$ cat src/rtl/hdmi_pkg.sv
// Shared types and constants for the HDMI raster timing generator.
// Optional feature macro: VTG_TEST_PATTERN_EN adds a 24-bit colour-bar
// field to vtg_t and the bar colour lookup.
package hdmi_pkg;

  // Deepest supported output delay pipeline.
  localparam int PIX_LAT_MAX = 7;

  // CEA-861 1280x720p60 at 74.25 MHz.
  localparam int H_ACTIVE_720P = 1280;
  localparam int H_FP_720P     = 110;
  localparam int H_SYNC_720P   = 40;
  localparam int H_BP_720P     = 220;
  localparam int V_ACTIVE_720P = 720;
  localparam int V_FP_720P     = 5;
  localparam int V_SYNC_720P   = 5;
  localparam int V_BP_720P     = 20;

  // CEA-861 1920x1080p30 at the same 74.25 MHz pixel clock.
  localparam int H_ACTIVE_1080P = 1920;
  localparam int H_FP_1080P     = 88;
  localparam int H_SYNC_1080P   = 44;
  localparam int H_BP_1080P     = 148;
  localparam int V_ACTIVE_1080P = 1080;
  localparam int V_FP_1080P     = 4;
  localparam int V_SYNC_1080P   = 5;
  localparam int V_BP_1080P     = 36;

  // Per-pixel video control word carried through the output delay line.
  typedef struct packed {
    logic        hsync;
    logic        vsync;
    logic        de;
`ifdef VTG_TEST_PATTERN_EN
    logic [23:0] rgb;
`endif
  } vtg_t;

  // Blanking word: no data, both syncs at their inactive level.
  function automatic vtg_t vtg_idle(input logic sync_pol);
    vtg_t v;
    v       = '0;
    v.hsync = ~sync_pol;
    v.vsync = ~sync_pol;
    return v;
  endfunction

`ifdef VTG_TEST_PATTERN_EN
  // Eight-bar pattern, left to right.
  function automatic logic [23:0] bar_colour(input logic [2:0] idx);
    logic [23:0] c;
    case (idx)
      3'd0:    c = 24'hFFFFFF;  // white
      3'd1:    c = 24'hFFFF00;  // yellow
      3'd2:    c = 24'h00FFFF;  // cyan
      3'd3:    c = 24'h00FF00;  // green
      3'd4:    c = 24'hFF00FF;  // magenta
      3'd5:    c = 24'hFF0000;  // red
      3'd6:    c = 24'h0000FF;  // blue
      default: c = 24'h000000;  // black
    endcase
    return c;
  endfunction
`endif

endpackage

$ cat src/rtl/hdmi_video_timing_delay_line.sv
// PIX_LAT-deep shift register of vtg_t that aligns HSYNC/VSYNC/DE (and the
// test-pattern colour when VTG_TEST_PATTERN_EN is defined) with the
// upstream fetch latency. PIX_LAT=0 is a plain wire-through.
module vtg_delay_line
  import hdmi_pkg::*;
#(
  parameter int   PIX_LAT  = 2,
  parameter logic SYNC_POL = 1'b1
) (
  input  logic clk_pix,
  input  logic srst_n,
  input  vtg_t d_i,
  output vtg_t q_o
);

  if (PIX_LAT == 0) begin : g_wire
    assign q_o = d_i;
  end else begin : g_pipe
    vtg_t stage_q [PIX_LAT];

    // Shift every cycle regardless of run so already-issued pixels drain.
    always_ff @(posedge clk_pix or negedge srst_n) begin
      if (!srst_n) begin
        // NOTE: every stage is reset, not just the last: the stages carry
        // sync levels straight to the encoder, so an unreset stage would put
        // a spurious sync pulse on the link after reset.
        for (int i = 0; i < PIX_LAT; i++) stage_q[i] <= vtg_idle(SYNC_POL);
      end else begin
        stage_q[0] <= d_i;
        for (int i = 1; i < PIX_LAT; i++) stage_q[i] <= stage_q[i-1];
      end
    end

    assign q_o = stage_q[PIX_LAT-1];
  end

endmodule

$ cat src/rtl/hdmi_video_timing.sv
// Raster timing generator in the clk_pix domain: pixel coordinates and a
// fetch request for the frame source, plus HSYNC/VSYNC/DE delayed by
// PIX_LAT cycles to line up with the fetched pixel data.
// Optional feature macro: VTG_TEST_PATTERN_EN adds a 24-bit colour-bar
// output rgb aligned with de.
module hdmi_video_timing
  import hdmi_pkg::*;
#(
  parameter int   H_ACTIVE = H_ACTIVE_720P,
  parameter int   H_FP     = H_FP_720P,
  parameter int   H_SYNC   = H_SYNC_720P,
  parameter int   H_BP     = H_BP_720P,
  parameter int   V_ACTIVE = V_ACTIVE_720P,
  parameter int   V_FP     = V_FP_720P,
  parameter int   V_SYNC   = V_SYNC_720P,
  parameter int   V_BP     = V_BP_720P,
  parameter logic SYNC_POL = 1'b1,
  parameter int   PIX_LAT  = 2
) (
  input  logic        clk_pix,
  input  logic        srst_n,
  input  logic        run,
  output logic        req,
  output logic [11:0] x,
  output logic [10:0] y,
  output logic        frame_start,
  output logic        line_start,
  output logic        hsync,
  output logic        vsync,
  output logic        de
`ifdef VTG_TEST_PATTERN_EN
 ,output logic [23:0] rgb
`endif
);

  localparam int H_TOTAL = H_ACTIVE + H_FP + H_SYNC + H_BP;
  localparam int V_TOTAL = V_ACTIVE + V_FP + V_SYNC + V_BP;

  // Region boundaries at full counter width; all compares are unsigned.
  localparam logic [11:0] H_ACT_END  = 12'(H_ACTIVE);
  localparam logic [11:0] H_SYNC_BEG = 12'(H_ACTIVE + H_FP);
  localparam logic [11:0] H_SYNC_END = 12'(H_ACTIVE + H_FP + H_SYNC);
  localparam logic [11:0] H_LAST     = 12'(H_TOTAL - 1);
  localparam logic [10:0] V_ACT_END  = 11'(V_ACTIVE);
  localparam logic [10:0] V_SYNC_BEG = 11'(V_ACTIVE + V_FP);
  localparam logic [10:0] V_SYNC_END = 11'(V_ACTIVE + V_FP + V_SYNC);
  localparam logic [10:0] V_LAST     = 11'(V_TOTAL - 1);

  if (H_TOTAL > 4096 || V_TOTAL > 2048) begin : g_bad_total
    $error("hdmi_video_timing: H_TOTAL/V_TOTAL exceed the 12/11-bit counters");
  end
  if (PIX_LAT < 0 || PIX_LAT > PIX_LAT_MAX) begin : g_bad_lat
    $error("hdmi_video_timing: PIX_LAT outside 0..PIX_LAT_MAX");
  end

  // nx/ny point at the position to issue on the next run cycle; x/y hold
  // the position currently issued, so a freeze keeps both stable.
  logic [11:0] nx_q, nx_d, x_q;
  logic [10:0] ny_q, ny_d, y_q;
  logic        req_q, line_start_q, frame_start_q;
  logic        valid_q;  // x_q/y_q describe a position issued this cycle
  vtg_t        pix_d, pix_dly;

  // Next raster position with horizontal and vertical wrap.
  always_comb begin
    // NOTE: every output of a combinational block gets a default first, so
    // no path leaves it unassigned and no latch is inferred.
    nx_d = nx_q + 12'd1;
    ny_d = ny_q;
    if (nx_q == H_LAST) begin
      nx_d = '0;
      ny_d = (ny_q == V_LAST) ? '0 : ny_q + 11'd1;
    end
  end

  // Issue the pointed-to position when run=1; freeze and go quiet otherwise.
  always_ff @(posedge clk_pix or negedge srst_n) begin
    if (!srst_n) begin
      nx_q          <= '0;
      ny_q          <= '0;
      x_q           <= '0;
      y_q           <= '0;
      req_q         <= 1'b0;
      line_start_q  <= 1'b0;
      frame_start_q <= 1'b0;
      valid_q       <= 1'b0;
    end else begin
      // NOTE: non-blocking assignments here, so every register samples the
      // pre-edge value of nx_q/ny_q regardless of statement order.
      valid_q <= run;
      if (run) begin
        x_q           <= nx_q;
        y_q           <= ny_q;
        req_q         <= (nx_q < H_ACT_END) && (ny_q < V_ACT_END);
        line_start_q  <= (nx_q == '0);
        frame_start_q <= (nx_q == '0) && (ny_q == '0);
        nx_q          <= nx_d;
        ny_q          <= ny_d;
      end else begin
        req_q         <= 1'b0;
        line_start_q  <= 1'b0;
        frame_start_q <= 1'b0;
      end
    end
  end

`ifdef VTG_TEST_PATTERN_EN
  // Bar index = x*8/H_ACTIVE as a threshold compare chain (no divider).
  function automatic logic [2:0] bar_index(input logic [11:0] xp);
    logic [2:0] idx;
    idx = '0;
    for (int k = 1; k < 8; k++) begin
      if ({xp, 3'b000} >= 15'(k * H_ACTIVE)) idx = 3'(k);
    end
    return idx;
  endfunction
`endif

  // Decode the issued position; blank while nothing is issued.
  always_comb begin
    pix_d = vtg_idle(SYNC_POL);
    if (valid_q) begin
      pix_d.de    = req_q;
      pix_d.hsync = ((x_q >= H_SYNC_BEG) && (x_q < H_SYNC_END)) ? SYNC_POL : ~SYNC_POL;
      pix_d.vsync = ((y_q >= V_SYNC_BEG) && (y_q < V_SYNC_END)) ? SYNC_POL : ~SYNC_POL;
`ifdef VTG_TEST_PATTERN_EN
      pix_d.rgb   = bar_colour(bar_index(x_q));
`endif
    end
  end

  vtg_delay_line #(
    .PIX_LAT  (PIX_LAT),
    .SYNC_POL (SYNC_POL)
  ) u_delay (
    .clk_pix (clk_pix),
    .srst_n  (srst_n),
    .d_i     (pix_d),
    .q_o     (pix_dly)
  );

  assign x           = x_q;
  assign y           = y_q;
  assign req         = req_q;
  assign line_start  = line_start_q;
  assign frame_start = frame_start_q;
  assign hsync       = pix_dly.hsync;
  assign vsync       = pix_dly.vsync;
  assign de          = pix_dly.de;
`ifdef VTG_TEST_PATTERN_EN
  assign rgb         = pix_dly.de ? pix_dly.rgb : 24'h000000;
`endif

endmodule
$ cat config.mk
export PLATFORM = sky130hd
export DESIGN_NAME = hdmi_video_timing
export DESIGN_NICKNAME = d
export VERILOG_FILES = /design/src/rtl/hdmi_pkg.sv /design/src/rtl/hdmi_video_timing_delay_line.sv /design/src/rtl/hdmi_video_timing.sv
export SDC_FILE = /design/constraint.sdc
export NUM_CORES = 1
export LEC_CHECK = 0
export CORE_UTILIZATION = 50
export DETAILED_ROUTE_END_ITERATION = 16
export PLACE_DENSITY = 0.8
export SLEW_MARGIN = 20
export SYNTH_ARGS = -nofsm -noshare
export SYNTH_HDL_FRONTEND = slang
export SYNTH_HIERARCHICAL = 1
export SYNTH_SLANG_ARGS = --single-unit
$ cat constraint.sdc
create_clock -name clk_pix -period 3.6 [get_ports clk_pix]
set_clock_uncertainty 0.1 [all_clocks]
set_input_delay 0.36 -clock clk_pix [delete_from_list [all_inputs] [get_ports clk_pix]]
set_output_delay 0.36 -clock clk_pix [all_outputs]
set_load 0.05 [all_outputs]
==> flow_metrics.py <==
metrics = {
    "sta": {
        "max-slew-margin-rel_pct": 48.96,
        "finalCritPeriodShare_pct": 63.65,
        "worst-slew-pin-transition_ps": 765.6,
        "rsz0062_at_grt": "false",
        "slew_viol_final": 0,
        "fin_hold_ws_ps": 20.49,
        "finalSetupTns_ps": 0,
        "fmax_ghz": 0.4364,
        "setup-violations-final": 0,
        "hold_viol": 0,
        "worst_slack_ps": 1309,
        "period_minus_slack_ps": 2291,
    },
    "cells_and_area": {
        "drive_above_1_share_pct": 14.86,
        "num_antenna_cells": 0,
        "layout_commonest_cell": "dfrtp_1",
        "most-common-layout-cells": "56 x dfrtp_1, 30 x clkdlybuf4s50_1, 21 x mux2_2, 18 x nand2_1, 11 x nor2_1",
        "area_growth_syn_to_layout_pct": 18.16,
        "nNetsFinal": 257,
        "final_core_util_pct": 62.25,
    },
    "critical_path": {
        "path_max_fanout": 19,
        "cp-start-kind": "input pin",
        "path_class": "input pin to flop",
        "cp.required_ps": 3740,
        "critical_path_arrival_ps": 2430,
        "r2r_slack_ps": 1530,
        "cp-end-kind": "flop",
    },
    "route": {
        "wl_per_cell_um": 14.99,
        "drtIter0Drc": 66,
        "firstDrtPassIters": 4,
        "vias_per_cell": 5.684,
        "via_count": 1796,
        "ant_nets": 0,
        "wl_um": 4736,
        "drc": 0,
    },
    "yosys": {
        "yosys.area.top_type": "dfrtp_1",
        "seq_area_frac_synth_pct": 55.58,
        "ys_warn_count": 6,
        "synth_fp_nets": 228,
        "ys_ff_latch": 56,
        "synth_cell_types": 43,
        "syn_area_um2": 2521,
        "avgSynthCellArea_um2": 11.51,
        "synth.top_cell.area_share_pct": 55.58,
        "syn-instance-count": 219,
        "ys_top_cells_by_area": "dfrtp_1 56%, mux2_2 9.4%, ha_1 3.0%",
    },
    "cts": {
        "htree_levels": 2,
        "path_clk_slew_ps": 90,
        "ctsResizeCount": 0,
        "root_buffer": "clkbuf_8",
        "cts.sinks": 56,
        "clk_latency_ps": 300,
        "cts_buffers": 5,
        "post_cts_buffers": 0,
        "cts.path.max_buffers": 2,
        "tritoncts": "built",
        "holdBufCountCts": 0,
    },
    "placement": {
        "dp_slack_ps": 970.0,
        "place.gp.congestion": 0.9146,
        "dp_hpwl_um": 3308,
        "portBuffers": 31,
    },
    "power_and_ir_drop": {
        "finalPower_uw": 1443,
        "pwr-share-clk_pct": 27.8,
        "netSwitchingFraction_pct": 30.54,
        "vdd_drop_max_uv": 283.1,
        "pwr-share-seq_pct": 52.3,
        "leakagePower_uw": 0.001339,
        "p_sw_uw": 440.6,
        "intPower_uw": 1002,
        "power.share.combinational_pct": 20.0,
        "powerDensity_nw_per_um2": 484.3,
    },
    "floorplanning": {
        "core_um2": 4786,
        "die-area_um2": 5330,
        "die_w_um": 73.01,
        "rows": 25,
        "initial_core_util_pct": 52.68,
        "die_h_um": 73.01,
        "io_pins": 32,
    },
    "grt": {
        "grt_pass1_vias": 1638,
        "grt_remaining_overflow": 0,
        "grt_pass1_wl_um": 8114,
        "grt_max_degree": 36,
        "antenna_found_initial": 0,
        "track_usage_pct": 19.80,
    },
    "hold_path": {
        "worstHoldPathType": "input pin to asynchronous set/reset pin",
    },
    "run_status": {
        "status": "completed",
    },
    "run": {
        "maxCapViolCount": 0,
    },
}
==> flip-flops by register name, summed over array words and instances, names as in the netlist <==
signal	count
nx_q	12
x	12
ny_q	11
y	11
u_delay/g_pipe.stage_q	3
u_delay/q_o	3
frame_start	1
line_start	1
req	1
valid_q	1
==> critical path: stages <==
cell             delay, ps
clkdlybuf4s50_1        950
nand4_1                540
or3_1                  500
nand3_1                 80
==> Yosys cell counts <==
master / count
a2111oi_0: 1
a211oi_1: 2
a21o_1: 4
a21oi_1: 3
a22o_1: 3
a31o_2: 2
a31oi_1: 3
a41oi_1: 1
and2_1: 2
and3_1: 2
and3_2: 1
and4_1: 4
and4b_1: 1
buf_1: 1
buf_2: 1
buf_4: 3
clkbuf_1: 6
dfrtp_1: 56
ha_1: 6
inv_1: 8
mux2_2: 21
mux2i_1: 2
nand2_1: 18
nand3_1: 10
nand4_1: 9
nand4b_1: 1
nand4bb_1: 1
nor2_1: 11
nor2b_1: 1
nor3_1: 3
nor3b_1: 3
nor4_1: 2
nor4_2: 1
nor4b_1: 1
o211ai_1: 1
o21ai_0: 10
o31a_1: 1
o31ai_1: 1
or2_4: 1
or3_1: 3
or4_4: 1
xnor2_1: 5
xor2_1: 2
==> layer usage <==
metal	track usage [%]	vias up	part of all wire, %
met5	0	-	0
met1	29.27	888	49
met3	3.591	4	4.3
met4	5.447	0	1.0
met2	29.94	56	45
li1	-	848	-
==> path summary, 6_finish.rpt <==
check / startpoint / end / cells past startpoint
setup / recovery: run / ny_q[3]$_DFFE_PN0P_ / 4
hold / removal: srst_n / x[0]$_DFFE_PN0P_ / 1
setup reg to reg: nx_q[7]$_DFFE_PN0P_ / ny_q[3]$_DFFE_PN0P_ / 4
hold reg to reg: u_delay/g_pipe.stage_q[3]$_DFF_PN0_ / u_delay/q_o[0]$_DFF_PN0_ / 0
max in group asynchronous: srst_n / ny_q[6]$_DFFE_PN0P_ / 2
min in group clk_pix: u_delay/g_pipe.stage_q[3]$_DFF_PN0_ / u_delay/q_o[0]$_DFF_PN0_ / 0
==> logic make-up after synthesis <==
kind of cell               after synthesis  synth area share [%]
and+or+nand+nor                         76                 17.02
DFF                                     56                 55.58
AOI/OAI and AO/OA                       32                 8.487
muxes                                   23                 10.17
buffers and inverters                   19                 3.325
xor gates and xnor gates                 7                 2.432
adders and majority gates                6                 2.978
==> power groups by stage <==
stage               logic [uW]  registers [uW]  clock network (uW)
finish                     288             754                 401
global route               310             765                 432
CTS                        291             753                 406
detailed placement         290             766                   0
global placement           285             762                   0
floorplan                  101             846                   0
==> per-stage QoR <==
step | area (um^2) | cells
detailed placement | 2872 | 308
floorplan | 2521 | 219
global route | 2979 | 316
finish | 2979 | 316
global placement | 2872 | 308
CTS | 2979 | 316
==> final cells by class <==
cell class                      instances  area, um^2
Sequential cell                        56        1401
Clock inverter                          2       35.03
Clock buffer                            6       72.57
Timing Repair Buffer                   33       320.3
Fill cell                             398        1807
Multi-Input combinational cell        144        1036
Inverter                                8       30.03
Tap cell                               67       83.83
(Power assumes the default switching activity.)
